`config.mk`:
```
export PLATFORM = sky130hd
export DESIGN_NAME = pipe_stage_skid_reg
export DESIGN_NICKNAME = d
export VERILOG_FILES = /design/src/rtl/pipe_pkg.sv /design/src/rtl/pipe_slot.sv /design/src/rtl/pipe_stage_skid_reg.sv
export SDC_FILE = /design/constraint.sdc
export NUM_CORES = 1
export LEC_CHECK = 0
export BUFFER_PORTS_ARGS = -buffer_cell sky130_fd_sc_hd__buf_2
export CORE_ASPECT_RATIO = 0.6
export CORE_MARGIN = 10
export CORE_UTILIZATION = 52
export CTS_CLUSTER_DIAMETER = 60
export DETAILED_ROUTE_END_ITERATION = 6
export PLACE_DENSITY = 0.83
export SLEW_MARGIN = 20
export SYNTH_ARGS = -nofsm -noshare
export SYNTH_HDL_FRONTEND = slang
export SYNTH_HIERARCHICAL = 1
export SYNTH_SLANG_ARGS = --single-unit
```
`constraint.sdc`:
```
create_clock -name clk_PR -period 1.9 [get_ports clk_PR]
set_input_delay 0.285 -clock clk_PR [delete_from_list [all_inputs] [get_ports clk_PR]]
set_output_delay 0.285 -clock clk_PR [all_outputs]
set_load 0.005 [all_outputs]
```
`src/rtl/pipe_pkg.sv`:
```
// Shared definitions for elastic pipeline-stage registers: default widths,
// the NOP bubble encoding and the stage-occupancy state type.
package pipe_pkg;

    localparam int unsigned PC_W_DEF   = 32;
    localparam int unsigned INST_W_DEF = 32;

    // addi x0,x0,0
    localparam logic [31:0] NOP_INST = 32'h0000_0013;

    typedef enum logic [1:0] {
        ST_EMPTY,
        ST_ONE,
        ST_FULL
    } occ_e;

endpackage

```
`src/rtl/pipe_slot.sv`:
```
// One storage slot of an elastic stage: valid flag plus {PC, instruction}.
// The instruction output reads as the NOP bubble whenever the slot is empty.
module pipe_slot
    import pipe_pkg::*;
#(
    parameter int unsigned       PC_W     = PC_W_DEF,
    parameter int unsigned       INST_W   = INST_W_DEF,
    parameter logic [INST_W-1:0] NOP_INST = INST_W'(pipe_pkg::NOP_INST)
) (
    input  logic              i_clk,
    input  logic              i_rst,
    input  logic              i_load,
    input  logic              i_clear,
    input  logic [PC_W-1:0]   i_pc,
    input  logic [INST_W-1:0] i_inst,
    output logic              o_valid,
    output logic [PC_W-1:0]   o_pc,
    output logic [INST_W-1:0] o_inst
);

    logic              r_valid;
    logic [PC_W-1:0]   r_pc;
    logic [INST_W-1:0] r_inst;

    // Clear only drops valid; PC keeps its last value for visibility.
    always_ff @(negedge i_clk) begin
        if (i_rst) begin
            r_valid <= 1'b0;
            r_pc    <= '0;
            r_inst  <= NOP_INST;
        end else if (i_clear) begin
            r_valid <= 1'b0;
        end else if (i_load) begin
            r_valid <= 1'b1;
            r_pc    <= i_pc;
            r_inst  <= i_inst;
        end
    end

    assign o_valid = r_valid;
    assign o_pc    = r_pc;
    assign o_inst  = r_valid ? r_inst : NOP_INST;

endmodule

```
`src/rtl/pipe_stage_skid_reg.sv`:
```
// Elastic {PC, instruction} pipeline register with a 2-entry skid buffer,
// registered upstream ready and flush-to-bubble. State updates on negedge clk_PR.
module pipe_stage_skid_reg
    import pipe_pkg::*;
#(
    parameter int unsigned       PC_W     = PC_W_DEF,
    parameter int unsigned       INST_W   = INST_W_DEF,
    parameter logic [INST_W-1:0] NOP_INST = INST_W'(pipe_pkg::NOP_INST)
) (
    input  logic              clk_PR,
    input  logic              rst_PR,
    input  logic              flush_PR,
    input  logic              valid_in,
    output logic              ready_out,
    input  logic [PC_W-1:0]   PC_in,
    input  logic [INST_W-1:0] inst_in,
    output logic              valid_out,
    input  logic              ready_in,
    output logic [PC_W-1:0]   PC_out,
    output logic [INST_W-1:0] inst_out
);

    occ_e r_state;
    occ_e w_next;

    logic              w_push;
    logic              w_pop;
    logic              w_main_load;
    logic              w_main_clear;
    logic              w_main_from_skid;
    logic              w_skid_load;
    logic              w_skid_clear;
    logic              w_main_valid;
    logic              w_skid_valid;
    logic [PC_W-1:0]   w_skid_pc;
    logic [INST_W-1:0] w_skid_inst;
    logic [PC_W-1:0]   w_main_pc_d;
    logic [INST_W-1:0] w_main_inst_d;

    assign ready_out = ~w_skid_valid;
    assign w_push    = valid_in & ready_out;
    assign w_pop     = w_main_valid & ready_in;

    always_ff @(negedge clk_PR) begin
        if (rst_PR) begin
            r_state <= ST_EMPTY;
        end else begin
            r_state <= w_next;
        end
    end

    always_comb begin
        w_next           = r_state;
        w_main_load      = 1'b0;
        w_main_clear     = 1'b0;
        w_main_from_skid = 1'b0;
        w_skid_load      = 1'b0;
        w_skid_clear     = 1'b0;
        if (flush_PR) begin
            w_next       = ST_EMPTY;
            w_main_clear = 1'b1;
            w_skid_clear = 1'b1;
        end else begin
            unique case (r_state)
                ST_EMPTY: begin
                    if (w_push) begin
                        w_main_load = 1'b1;
                        w_next      = ST_ONE;
                    end
                end
                ST_ONE: begin
                    if (w_push && w_pop) begin
                        w_main_load = 1'b1;
                    end else if (w_push) begin
                        w_skid_load = 1'b1;
                        w_next      = ST_FULL;
                    end else if (w_pop) begin
                        w_main_clear = 1'b1;
                        w_next       = ST_EMPTY;
                    end
                end
                ST_FULL: begin
                    // Oldest word lives in main, so a pop refills main from skid.
                    if (w_pop) begin
                        w_main_load      = 1'b1;
                        w_main_from_skid = 1'b1;
                        w_skid_clear     = 1'b1;
                        w_next           = ST_ONE;
                    end
                end
                default: w_next = ST_EMPTY;
            endcase
        end
    end

    assign w_main_pc_d   = w_main_from_skid ? w_skid_pc   : PC_in;
    assign w_main_inst_d = w_main_from_skid ? w_skid_inst : inst_in;

    pipe_slot #(
        .PC_W     (PC_W),
        .INST_W   (INST_W),
        .NOP_INST (NOP_INST)
    ) u_main (
        .i_clk   (clk_PR),
        .i_rst   (rst_PR),
        .i_load  (w_main_load),
        .i_clear (w_main_clear),
        .i_pc    (w_main_pc_d),
        .i_inst  (w_main_inst_d),
        .o_valid (w_main_valid),
        .o_pc    (PC_out),
        .o_inst  (inst_out)
    );

    pipe_slot #(
        .PC_W     (PC_W),
        .INST_W   (INST_W),
        .NOP_INST (NOP_INST)
    ) u_skid (
        .i_clk   (clk_PR),
        .i_rst   (rst_PR),
        .i_load  (w_skid_load),
        .i_clear (w_skid_clear),
        .i_pc    (PC_in),
        .i_inst  (inst_in),
        .o_valid (w_skid_valid),
        .o_pc    (w_skid_pc),
        .o_inst  (w_skid_inst)
    );

    assign valid_out = w_main_valid;

endmodule

```
==> summary.md <==
| Metric | Value |
|---|---|
| Result of the run | `finished, violations left` |
| Violations in the final reports | `setup timing` |
| Number of vias after detailed routing | `7626` |
| Area fraction of the dominant cell type after synthesis | `0.336` |
| Number of optimization iterations in the first detailed-route pass | `6` |
| Net Sw Frac | `0.340` |
| Core box area | `14700 um2` |
| Antenna violation net count after detailed routing | `0` |
| Arrival time of data at the critical path endpoint | `2.24 ns` |
| Clock share of power | `0.550` |
| Distinct cells, synth | `29` |
| RSZ-0062 raised after global routing | `true` |
| Horizontal die dimension | `179 um` |
| Number of enable-type register cells in the synthesized netlist | `0` |
| Slew of the pin with the lowest slew margin | `0.367 ns` |
| Capturing element type of the critical path | `primary output` |
| Wire length per cell after detailed routing | `23.5 um` |
| Combinational fraction of design power | `0.122` |
| Number of global-route vias before repair | `8130` |
| Clock tree sinks | `132` |
| Register share of total power | `0.329` |
| H-Tree Depth | `4` |
| Starting DRT DRC Count | `903` |
| Floorplan die height | `115 um` |
| Buffers and inverters on the worst path | `2` |
| Fraction of layout instances using a drive strength above 1 | `0.497` |
| Global-route usage over all layers | `0.274` |
| Net count of the mapped netlist | `822` |
| Leftover overflow at the end of global routing | `0` |
| Kind of start point of the critical path | `flip-flop` |
| Maximum clock insertion buffer count | `2` |
| Drc violations | `0` |
| Clock buffer count from CTS | `17` |
| Worst Path Max Fanout | `15` |
| Slowest library cell on the worst path | `sky130_fd_sc_hd__dfxtp_4` |
| Relative max-transition margin | `0.749` |
| Max Slew Vio Count | `0` |
| Total of max-cap violations | `0` |
| Final HPWL from detailed placement | `13.1 mm` |
| Sequential element share of the synthesized area | `0.336` |
| Synthesis-to-finish area growth | `51.9%` |
| Clock input transition at the sequential cells of the worst setup and hold paths | `0.05 ns` |
| Power Density | `736 nW/um2` |
| Hold crit path type | `flip-flop to flip-flop` |
| Cell Count Post-Placement | `1050` |
| Most used flip-flop cell after synthesis | `sky130_fd_sc_hd__dfxtp_1` |
| Maximum vdd ir drop | `0.667 mV` |
| Critical path's top delay family | `flip-flops` |
| Worst setup skew after layout | `0.0321 ns` |
| Internal power consumption | `5.81 mW` |
| Hold WS | `0.477 ns` |
| Final weighted congestion of routability-driven global placement | `0.754` |
| Worst Slack Setup Final | `-0.624 ns` |
| Cell accounting for the most synthesized area | `sky130_fd_sc_hd__dfxtp_1` |
| Ordered cell list for the critical path | `buf_12 -> and2_1 -> buf_2` |
| Cell types occupying the most area after synthesis | `sky130_fd_sc_hd__dfxtp_1 34%, sky130_fd_sc_hd__nand4bb_1 17%, sky130_fd_sc_hd__o21ai_2 13%, sky130_fd_sc_hd__nand2b_1 10%, sky130_fd_sc_hd__mux2_2 7.0%` |
| Net Sw Power | `2.99 mW` |
| Root buffer cell | `sky130_fd_sc_hd__clkbuf_16` |
| Detailed Route WL | `30.5 mm` |
| Number of warnings printed during yosys synthesis | `6` |
| Syn Inst Count | `753` |
| Netlist Area Pre-Place | `7870 um2` |
| CTS tree | `built` |
| Post-layout nets | `1155` |
| Synthesized flop and latch total | `132` |
| Data required, critical path | `1.62 ns` |
| Hold-fix buffers at CTS | `0` |
| Final cell count without fillers | `1298` |
| Final setup violating endpoints | `196` |
| Effective utilization at floorplan | `0.536` |
| Initial antenna violation count | `1` |
| Synthesized area per cell | `10.5 um2` |
| Vias per cell | `5.88` |
| Site row count | `34` |
| Largest net degree at the start of global routing | `69` |
| Clock network latency to the later pin of the worst-skew pair | `0.49 ns` |
| Static power due to leakage | `5.23 nW` |
| Maximum cell stage delay along the critical path | `0.39 ns` |
| FILL cells | `783` |
| Port buffer count | `134` |
| Final hold viol count | `0` |
| Critical Setup Path Class | `flip-flop to primary output` |
| Die area | `20600 um2` |
| First-pass GRT wire length | `44.2 mm` |
| Share of synthesized registers carrying an async set or reset | `0` |
| Count of boundary I/O pins | `135` |
per-stage QoR:
stage                     utilization  setup TNS (ns)  cell area [um2]  worst slack [ns]  total power, mW
after floorplan                     -          -70.82             8000            -0.586             3.81
after global placement          0.601          -89.44             8820            -0.747             4.05
after detailed placement        0.601          -95.36             8820            -0.802             4.06
after CTS                       0.788          -53.18            11600            -0.576             8.55
after global routing            0.814          -72.52            12000            -0.648             9.19
final                           0.814          -66.50            12000            -0.624             8.80
cells in the mapped netlist, drive strengths merged (2+ instances only):
cell type	count
clkbuf	42
nand4bb	122
nand2b	131
o21ai	123
dfxtp	132
nor3	4
nor2	16
mux2	64
mux2i	6
nor2b	4
buf	36
nand2	2
and2	59
inv	4
path summary, 6_finish.rpt:
kind / slack [ns] / cells after the start / from / end
hold / removal: 0.48 / 2 / u_main/o_pc[22]$_SDFFE_NP0P_ / u_main/o_pc[22]$_SDFFE_NP0P_
hold reg to reg: 0.48 / 2 / u_main/o_pc[22]$_SDFFE_NP0P_ / u_main/o_pc[22]$_SDFFE_NP0P_
setup reg to reg: -0.42 / 11 / u_main/o_valid$_SDFFE_NP0P_ / u_main/o_pc[6]$_SDFFE_NP0P_
setup / recovery: -0.62 / 3 / u_main/o_valid$_SDFFE_NP0P_ / inst_out[13]
state kept, by name, summed over array words and instances (netlist names):
name	cells
r_state	2
u_main/o_pc	32
u_main/o_valid	1
u_main/r_inst	32
u_skid/o_pc	32
u_skid/o_valid	1
u_skid/r_inst	32
cell type report:
cell class	instances	area [um2]	share of cell area
Multi-Input combinational cell	539	4910	0.411
Clock inverter	147	669	0.0560
Sequential cell	132	2690	0.225
Inverter	1	3.75	0.000314
Antenna cell	1	2.50	0.000209
Clock buffer	17	425	0.0356
Timing Repair Buffer	263	3000	0.251
Tap cell	198	248	0.0207
logic make-up (layout without fill, tap and decap cells):
kind of cell / after synthesis / in the layout / share of synthesized area
AND/OR/NAND/NOR: 342 / 342 / 0.350
AO/OA/AOI/OAI: 127 / 127 / 0.139
flip-flops: 132 / 132 / 0.336
multiplexers: 70 / 70 / 0.0992
other: 0 / 1 / 0
buffers and inverters: 82 / 428 / 0.0763
per-layer routing:
layer / wire, um / track usage / vias up
met2: 14400 / 0.436 / 486
li1: - / - / 3363
met3: 2840 / 0.0864 / 99
met5: 0 / 0 / -
met1: 12200 / 0.325 / 3678
met4: 986 / 0.146 / 0
power groups by stage:
| stage | sequential, mW | combinational [mW] | clock [mW] |
|---|---|---|---|
| floorplan | 2.92 | 0.460 | 0.432 |
| global placement | 2.92 | 0.692 | 0.432 |
| detailed placement | 2.92 | 0.705 | 0.432 |
| CTS | 2.89 | 0.977 | 4.69 |
| global route | 2.89 | 1.11 | 5.19 |
| finish | 2.89 | 1.07 | 4.83 |
placed cells by master (no fill, tap or decap), types with 2 or more instances in the layout:
cell                           n
sky130_fd_sc_hd__and2_4       19
sky130_fd_sc_hd__inv_1       132
sky130_fd_sc_hd__dfxtp_2      32
sky130_fd_sc_hd__dfxtp_1      98
sky130_fd_sc_hd__o21ai_4       2
sky130_fd_sc_hd__mux2_2       49
sky130_fd_sc_hd__buf_2        92
sky130_fd_sc_hd__and2_1       40
sky130_fd_sc_hd__mux2i_1       5
sky130_fd_sc_hd__nor2_4        2
sky130_fd_sc_hd__nand2b_4      2
sky130_fd_sc_hd__clkbuf_16    19
sky130_fd_sc_hd__buf_6        60
sky130_fd_sc_hd__inv_8         4
sky130_fd_sc_hd__nor2_1       13
sky130_fd_sc_hd__clkinvlp_2    2
sky130_fd_sc_hd__bufinv_16     2
sky130_fd_sc_hd__nand2b_1    129
sky130_fd_sc_hd__mux2_1       14
sky130_fd_sc_hd__nand4bb_4     8
sky130_fd_sc_hd__buf_12       33
sky130_fd_sc_hd__dfxtp_4       2
sky130_fd_sc_hd__nor2b_4       3
sky130_fd_sc_hd__o21ai_2     119
sky130_fd_sc_hd__nand4bb_1   114
sky130_fd_sc_hd__buf_16       26
sky130_fd_sc_hd__buf_4        44
sky130_fd_sc_hd__clkinv_4      3
sky130_fd_sc_hd__buf_8         5
sky130_fd_sc_hd__inv_6         3
sky130_fd_sc_hd__nor3_2        2
timing repair:
item | 4_1_cts | 5_1_grt
endpoints found under the hold margin | 0 | 0
pin swaps | 70 | 5
gates resized for setup | 131 | 49
buffers inserted | 49 | 12
gates cloned | 29 | 2
setup endpoints to repair | 196 | 196
worst min-delay path, cell delays in order, from the launching register on:
cell	delay [ns]
sky130_fd_sc_hd__dfxtp_2	0.30
sky130_fd_sc_hd__nand2b_1	0.08
sky130_fd_sc_hd__o21ai_2	0.06
(Power assumes the default switching activity.)
